--- src/rtl/hwce_sop_acc_norm.sv ---
// Accumulate/normalize stage behind the SoP adder.
// Sums acc_len partial sums into one pixel, adds bias, applies a rounded
// arithmetic right shift by qf, saturates to OUT_WIDTH, optionally applies
// ReLU, and hands the pixel to write-back over a valid/ready stream.
module hwce_sop_acc_norm #(
  parameter int SUM_WIDTH = 37,
  parameter int CNT_WIDTH = 8,
  parameter int ACC_WIDTH = 45,
  parameter int OUT_WIDTH = 16,
  parameter int QF_WIDTH  = 5
) (
  input  logic                        clk,
  input  logic                        rst_n,
  input  logic                        clear_i,
  input  logic        [CNT_WIDTH-1:0] acc_len_i,
  input  logic        [QF_WIDTH-1:0]  qf_i,
  input  logic signed [OUT_WIDTH-1:0] bias_i,
  input  logic                        relu_en_i,
  input  logic signed [SUM_WIDTH-1:0] sum_i,
  input  logic                        sum_valid_i,
  output logic                        sum_ready_o,
  output logic signed [OUT_WIDTH-1:0] out_o,
  output logic                        out_valid_o,
  input  logic                        out_ready_i,
  output logic                        sat_o,
  output logic                        busy_o
);

  // Two guard bits above the accumulator absorb the shifted bias and rounding term.
  localparam int TW = ACC_WIDTH + 2;
  localparam logic signed [TW-1:0] MAXV = (TW'(1) <<< (OUT_WIDTH - 1)) - TW'(1);
  localparam logic signed [TW-1:0] MINV = -(TW'(1) <<< (OUT_WIDTH - 1));

  typedef enum logic [1:0] {ACC, NORM, OUT} state_t;

  state_t                       state;
  logic signed [ACC_WIDTH-1:0]  acc_p0;
  logic        [CNT_WIDTH-1:0]  cnt;
  logic        [CNT_WIDTH-1:0]  len_q;
  logic        [QF_WIDTH-1:0]   qf_q;
  logic signed [OUT_WIDTH-1:0]  bias_q;
  logic                         relu_q;
  logic signed [OUT_WIDTH-1:0]  out_p1;
  logic                         vld_p1;
  logic                         sat_q;

  logic        [CNT_WIDTH-1:0]  len_in;
  logic        [CNT_WIDTH-1:0]  len_cur;
  logic signed [TW-1:0]         t_p0;
  logic signed [TW-1:0]         r_p0;
  logic signed [OUT_WIDTH-1:0]  pix_p0;
  logic                         clamp_p0;

  // Adds half an LSB of the output grid, then arithmetic shift by qf.
  function automatic logic signed [TW-1:0] round_shift(input logic signed [TW-1:0] t,
                                                       input logic [QF_WIDTH-1:0] qf);
    logic signed [TW-1:0] rnd;
    rnd = (qf != '0) ? (TW'(1) <<< (qf - 1'b1)) : '0;
    return (t + rnd) >>> qf;
  endfunction

  function automatic logic is_clamped(input logic signed [TW-1:0] r);
    return (r > MAXV) || (r < MINV);
  endfunction

  function automatic logic signed [OUT_WIDTH-1:0] saturate(input logic signed [TW-1:0] r);
    logic signed [TW-1:0] c;
    c = (r > MAXV) ? MAXV : ((r < MINV) ? MINV : r);
    return c[OUT_WIDTH-1:0];
  endfunction

  // Length 0 means one partial sum; the first beat uses the live length.
  always_comb begin
    len_in   = (acc_len_i == '0) ? CNT_WIDTH'(1) : acc_len_i;
    len_cur  = (cnt == '0) ? len_in : len_q;
    t_p0     = TW'(acc_p0) + (TW'(bias_q) <<< qf_q);
    r_p0     = round_shift(t_p0, qf_q);
    clamp_p0 = is_clamped(r_p0);
    pix_p0   = saturate(r_p0);
    if (relu_q && (pix_p0 < 0)) pix_p0 = '0;
  end

  assign sum_ready_o = (state == ACC);
  assign busy_o      = (state != ACC) || (cnt != '0);
  assign out_o       = out_p1;
  assign out_valid_o = vld_p1;
  assign sat_o       = sat_q;

  // Control FSM with accumulator and registered output; clear_i overrides all.
  always_ff @(posedge clk or negedge rst_n) begin
    if (!rst_n) begin
      state  <= ACC;
      acc_p0 <= '0;
      cnt    <= '0;
      len_q  <= '0;
      qf_q   <= '0;
      bias_q <= '0;
      relu_q <= 1'b0;
      out_p1 <= '0;
      vld_p1 <= 1'b0;
      sat_q  <= 1'b0;
    end else if (clear_i) begin
      state  <= ACC;
      acc_p0 <= '0;
      cnt    <= '0;
      out_p1 <= '0;
      vld_p1 <= 1'b0;
      sat_q  <= 1'b0;
    end else begin
      case (state)
        // Stage p0: accumulate beats; configuration captured on the first one
        ACC: begin
          if (sum_valid_i) begin
            acc_p0 <= acc_p0 + ACC_WIDTH'(sum_i);
            cnt    <= cnt + 1'b1;
            if (cnt == '0) begin
              len_q  <= len_in;
              qf_q   <= qf_i;
              bias_q <= bias_i;
              relu_q <= relu_en_i;
            end
            if (cnt == len_cur - 1'b1) state <= NORM;
          end
        end
        // Stage p1: bias, round, shift, saturate, ReLU into the output register
        NORM: begin
          out_p1 <= pix_p0;
          vld_p1 <= 1'b1;
          if (clamp_p0) sat_q <= 1'b1;
          state  <= OUT;
        end
        OUT: begin
          if (out_ready_i) begin
            vld_p1 <= 1'b0;
            acc_p0 <= '0;
            cnt    <= '0;
            state  <= ACC;
          end
        end
        default: state <= ACC;
      endcase
    end
  end

endmodule
--- config.mk ---
export PLATFORM = sky130hd
export DESIGN_NAME = hwce_sop_acc_norm
export DESIGN_NICKNAME = d
export VERILOG_FILES = /design/src/rtl/hwce_sop_acc_norm.sv
export SDC_FILE = /design/constraint.sdc
export NUM_CORES = 1
export LEC_CHECK = 0
export BUFFER_PORTS_ARGS = -buffer_cell sky130_fd_sc_hd__buf_2
export CORE_MARGIN = 4
export CORE_UTILIZATION = 45
export CTS_BUF_LIST = sky130_fd_sc_hd__clkbuf_8
export CTS_CLUSTER_DIAMETER = 50
export DETAILED_ROUTE_END_ITERATION = 6
export PLACE_DENSITY = 0.72
export SETUP_SLACK_MARGIN = 0.05
export SYNTH_ARGS = -nofsm -noshare
export SYNTH_HDL_FRONTEND = slang
export SYNTH_SLANG_ARGS = --single-unit
--- constraint.sdc ---
create_clock -name clk -period 20.7 [get_ports clk]
set_clock_uncertainty 0.1 [all_clocks]
set_input_delay 1.035 -clock clk [delete_from_list [all_inputs] [get_ports clk]]
set_output_delay 1.035 -clock clk [all_outputs]
set_load 0.02 [all_outputs]
==> Yosys cells after proc, flatten, opt, wreduce, memory -nomap -nowiden <==
Cells that the tools add are included.
W data, S select, Z words.
{ "word_totals": {"output_inout_bits": 20, "register_bits": 103, "wordCells": 75, "inputBits": 72} }
{ "classes": {"shifts": 3, "n_lt_le_gt_ge": 3, "add_sub_neg": 6, "eq_ne": 6, "n_reduce_logical": 19, "mux": 27, "bitwise_logic": 1} }
{ "ops": {"columns": ["operator", "count"], "rows": [
  ["$mux W45", 3],
  ["$pmux W45 S2", 1],
  ["$mux W16", 5],
  ["$add A45 B47 Y47", 1],
  ["$add A47 B47 Y47", 1],
  ["$gt A47 B16 Y1 const B", 1],
  ["$lt A47 B16 Y1 const B", 1],
  ["$mux W47", 1],
  ["$sshl A1 B5 Y47 const A", 1],
  ["$sshl A16 B5 Y47", 1],
  ["$sshr A47 B5 Y47", 1],
  ["$add A45 B37 Y45", 1],
  ["$mux W8", 5],
  ["$logic_not A8 Y1", 2],
  ["$lt A16 B1 Y1 const B", 1],
  ["$pmux W8 S2", 1],
  ["$reduce_and A3 Y1", 3],
  ["$add A8 B1 Y8 const B", 1],
  ["$eq A8 B8 Y1", 1],
  ["$mux W2", 4],
  ["$reduce_bool A8 Y1", 1],
  ["$sub A8 B1 Y8 const B", 1],
  ["$ne A3 B3 Y1 const B", 2],
  ["$pmux W2 S3", 1],
  ["15 further kinds", 24]
]} }

==> Depth between registers and ports, before layout <==
{ "depth": {"ltp_word": 13, "depth_mapped": 33, "depth_no_buf": 26} }

==> Worst setup path before layout <==
No wires, ideal clock.
{ "synth_path": {"path_type": "flip-flop to flip-flop", "start": "reg qf_q[0]", "end": "reg sat_q, in the netlist sat_o", "setup_ns": 0.121, "slack_ns": 12.482, "t_arrival_ns": 7.997, "period_less_slack_ns": 8.218, "path_stages_with_launch": 32, "t_required_ns": 20.479, "path_buffers": 7, "cell_sequence": "dfrtp_1 clkbuf_1 clkbuf_1 clkbuf_1 buf_1 clkbuf_1 mux2i_1 nor2_1 a21oi_1 nor2_1 o31ai_1 nor2_1 a21oi_1 fa_1 inv_1 ha_1 clkbuf_1 a21oi_1 o21ai_1 a2111oi_0 a21oi_2 a21oi_1 xnor2_1 a21oi_1 mux4_2 a211o_1 o41a_1 or4b_4 nor4_4 buf_4 nand3_1 a22o_1"} }
{ "synth_between": {"elab_chain_cells": 9, "word_cells_on_any_way": 13, "cone_classes": "3 x add/sub; 2 x order compare; 3 x shift; 1 x mux; 4 x reduce/logical"} }
{ "synth_rtl": {"columns": ["element", "line", "text"], "rows": [
  ["start: declaration", "40", "logic [QF_WIDTH-1:0] qf_q;"],
  ["start signal: assignment", "118", "qf_q <= qf_i;"],
  ["parallel branches: the longest is 4 deep, another holds $add A45 B47 Y47", null, null],
  ["$sshr A47 B5 Y47 *", "59", "return (t + rnd) >>> qf;"],
  ["$gt A47 B16 Y1 / $lt A47 B16 Y1 (equally long branches)", "63", "return (r > MAXV) || (r < MINV);"],
  ["$logic_or A1 B1 Y1 *", "63", null],
  ["$reduce_bool A2 Y1 (no line) *", null, null],
  ["$reduce_and A2 Y1 (no line) *", null, null],
  ["end signal: assignment", "101", "sat_q <= 1'b0;"],
  ["end signal: assignment", "108", "sat_q <= 1'b0;"],
  ["end signal: assignment", "129", "if (clamp_p0) sat_q <= 1'b1;"],
  ["end: declaration", "45", "logic sat_q;"]
]} }
Every way passes the cells marked *.
A chain may end at the register's enable or synchronous reset.

==> Final worst setup path <==
{ "layout_path": {"start": "reg qf_q[0]", "end": "reg out_p1[14], in the netlist out_o[14]"} }
{ "layout_between": {"elab_chain_cells": 13, "word_cells_on_any_way": 17, "cone_classes": "3 x add/sub; 3 x order compare; 3 x shift; 6 x mux; 2 x reduce/logical"} }
{ "layout_rtl": {"columns": ["element", "line", "text"], "rows": [
  ["parallel branches: the longest is 4 deep, another holds $add A45 B47 Y47", null, null],
  ["$sshr A47 B5 Y47 *", "59", null],
  ["$lt A47 B16 Y1", "68", "c = (r > MAXV) ? MAXV : ((r < MINV) ? MINV : r);"],
  ["$mux W16", "68", null],
  ["$mux W16 *", "68", null],
  ["$lt A16 B1 Y1", "80", "if (relu_q && (pix_p0 < 0)) pix_p0 = '0;"],
  ["$logic_and A1 B1 Y1", "80", null],
  ["$mux W16 *", "80", null],
  ["$mux W16 *", "110", "case (state)"],
  ["$mux W16 *", "102", "end else if (clear_i) begin"],
  ["end signal: assignment", "127", "out_p1 <= pix_p0;"],
  ["end: declaration", "43", "logic signed [OUT_WIDTH-1:0] out_p1;"]
]} }
Every way passes the cells marked *. The select of a mux whose other input is x is not followed.

==> impl_metrics.tcl <==
set metrics [dict create \
    status "finished, final reports clean" \
    overflow 0 \
    fin_cells 2562 \
    seq_area_frac_synth_pct 16.3 \
    r2r_cells 23 \
    grt_pass1_wl_um 91900 \
    top_usage_layer "met2" \
    final_nets 2314 \
    grt_use_met1_pct 42.1 \
    n_antenna_cell 0 \
    cts_resized 0 \
    min_path_type "flip-flop to flip-flop" \
    cp_data_arrival_time_ps 10350 \
    htreeDepth 3 \
    vdd_ir_drop_max_v 0.0000522 \
    clock.fmax_ghz 0.0986 \
    syn_area_per_cell_um2 7.52 \
    syn_area_um2 15800 \
    antenna_found_initial 0 \
    routed_wl_um 59700 \
    finalCritPeriodShare_pct 49.0 \
    dp_hpwl_um 46900 \
    cp_max_fo 43 \
    ys_warn_count 0 \
    cts_setup_buffers 0 \
    synthCells 2101 \
    worst_setup_path_end_kind "flip-flop" \
    postCtsHoldBufs 0 \
    setup_tns_ps 0 \
    cts_root_buffer "clkbuf_8" \
    drtPass1Iterations 6 \
    coreArea_um2 34600 \
    drc_errors 0 \
    drv_slew 0 \
    yosysUniqueCellTypes 86 \
    cts_tree "done" \
    ys_seq_elements 103 \
    viasPerCell 6.63 \
    portBuffers 91 \
    initial_core_util_pct 45.6 \
    syn_to_final_growth_pct 5.80 \
    hp-start "out_o[10]" \
    path_class "flip-flop to flip-flop" \
    io-pin-count 92 \
    cap_violations 0 \
    vias 17000 \
    die_w_um 195 \
    leakagePower_uw 0.00744 \
    track_usage_pct 30.0 \
    dpl.cell_count 2546 \
    clockBufferDepth 2 \
    met2_usage_pct 46.4 \
    setup_viol 0 \
    clock_latency_ps 420 \
    drtIter0Drc 2085 \
    worst_ep_required_time_ps 20910 \
    power_density_nw_per_um2 147 \
    grt_start_max_net_pins 66 \
    final_cell_mix "nand2_1 (234), nor2_1 (194), a21oi_1 (168), o21ai_0 (119), inv_1 (112)" \
    final_hold_viol_count 0 \
    ys.flop_type "dfrtp_1" \
    synth-edff-count 0 \
    final_area_um2 16700 \
    place_area_um2 16500 \
    min_period_ps 10140 \
    rsz0062_at_grt "no" \
    clk_pin_slew_worst_paths_ps 110 \
    cp-endpoint "out_o[14]" \
    startpoint "qf_q[0]" \
    relSlewSlack_pct 19.9 \
    r2r_end "out_o[14]" \
    mostFrequentLayoutCell "nand2_1" \
    r2r_slack_ps 10560 \
    cts_sinks 103 \
    use_met3_pct 4.33 \
    r2r_start "qf_q[0]" \
    drive_gt1_share_pct 11.1 \
    die_area_um2 38200 \
    wire_per_inst_um 23.3 \
    drtAntennaViolNets 0 \
    syn_nets 2313 \
    gp_congestion 1.04 \
    rows 68 \
    die_y_um 195 \
    cts_made_buffers 9 \
    grt_pass1_vias 16000 \
    worst_pin_slew_ps 1190 \
    cp-start-kind "flip-flop" \
    whs_path_depth 2 \
    synthArstFlopShare_pct 100 \
]
## kinds of logic after synthesis
family | after synthesis | share of synthesized area, %
flops | 103 | 16.3
buf+inv | 242 | 5.91
fa+ha+maj | 140 | 12.7
compound gates | 698 | 29.5
mux | 137 | 10.3
other cells | 1 | 0.0237
simple gates | 692 | 20.4
xor+xnor | 88 | 4.88
## per-layer routing
layer / share of wire (%) / vias to the layer above
met2: 44 / 948
met4: 4.4 / 0
met3: 7.8 / 179
li1: - / 7807
met5: 0 / -
met1: 43 / 8050
## flip-flops by register name (all words and copies together), names as in the netlist
name and flops:
acc_p0 45, bias_q 16, out_o 16, cnt 8, len_q 8, qf_q 5
state 2, out_valid_o 1, relu_q 1, sat_o 1
## report_power, final
group          internal [uW]  leakage, uW  total, uW  switching [uW]
logic                    696      0.00600       2050            1360
registers                230      0.00134        270            39.2
clock network           48.8    0.0000981        130            81.3
total                    976      0.00744       2450            1480
## worst min-delay path by stage
stage / endpoint
global placement: len_q[0]
CTS: out_o[10]
floorplan: len_q[0]
finish: out_o[10]
global route: out_o[10]
detailed placement: out_o[10]
## worst max-delay path: stages, from the launching register on
cell	delay, ps
dfrtp_2	960
buf_4	550
mux2_2	410
o21ai_0	410
nor2_1	80
a21oi_1	250
o22a_1	210
fa_1	420
inv_1	70
ha_1	380
a21oi_1	260
o21ai_0	250
a221oi_1	820
a31oi_1	220
a21oi_1	570
mux2i_1	630
nand2_1	480
mux2_2	400
mux4_2	490
a211o_1	310
or4b_4	500
nor4_4	610
nand3b_2	250
o311ai_1	380
## synthesized netlist by cell type (7+ instances only)
master | count | area share [%]
buf_1 | 29 | 0.69
xor2_1 | 35 | 1.9
a31oi_1 | 21 | 0.83
o21ai_0 | 120 | 3.8
a22oi_1 | 7 | 0.33
mux2i_1 | 67 | 4.2
nand3_1 | 56 | 1.8
a21oi_1 | 168 | 5.3
a21o_1 | 46 | 2.2
ha_1 | 106 | 8.4
and2_1 | 19 | 0.75
nor3_1 | 43 | 1.4
a211o_1 | 10 | 0.55
fa_1 | 34 | 4.3
a211oi_1 | 38 | 1.8
a2111oi_0 | 10 | 0.55
and3_1 | 17 | 0.67
nand2b_1 | 14 | 0.55
inv_1 | 113 | 2.7
o21bai_1 | 18 | 0.86
nor2_1 | 194 | 4.6
o221ai_1 | 8 | 0.44
a41oi_1 | 10 | 0.55
o31ai_1 | 23 | 1.1
nand2_1 | 234 | 5.6
o211ai_1 | 46 | 2.2
nand4_1 | 39 | 1.5
o22ai_1 | 27 | 1.1
clkbuf_1 | 90 | 2.1
nor4_1 | 16 | 0.63
mux4_2 | 15 | 2.1
o21a_1 | 30 | 1.4
mux2_2 | 55 | 3.9
o21ai_1 | 10 | 0.32
nor2b_1 | 12 | 0.48
o2111ai_1 | 17 | 0.94
xnor2_1 | 53 | 2.9
or2_2 | 10 | 0.40
or3_1 | 10 | 0.40
a221oi_1 | 7 | 0.39
dfrtp_1 | 103 | 16
## area by class of cell
| cell class | count | area, um^2 |
|---|---|---|
| Fill cell | 3434 | 17900 |
| Multi-Input combinational cell | 1756 | 12300 |
| Sequential cell | 103 | 2580 |
| Timing Repair Buffer | 117 | 653 |
| Tap cell | 455 | 569 |
| Inverter | 115 | 432 |
| Clock buffer | 10 | 138 |
| Clock inverter | 6 | 48.8 |
## through the flow
step	worst slack [ps]	power, uW	util, %	hold slack, ps
after floorplan	12480	1670	-	350
after global placement	11150	2230	47.7	367
after detailed placement	10820	2240	47.7	378
after CTS	10780	2380	48.3	402
after global routing	9960	2610	48.3	432
final	10560	2450	48.3	401
No activity file was read; power rests on OpenSTA's default activity.
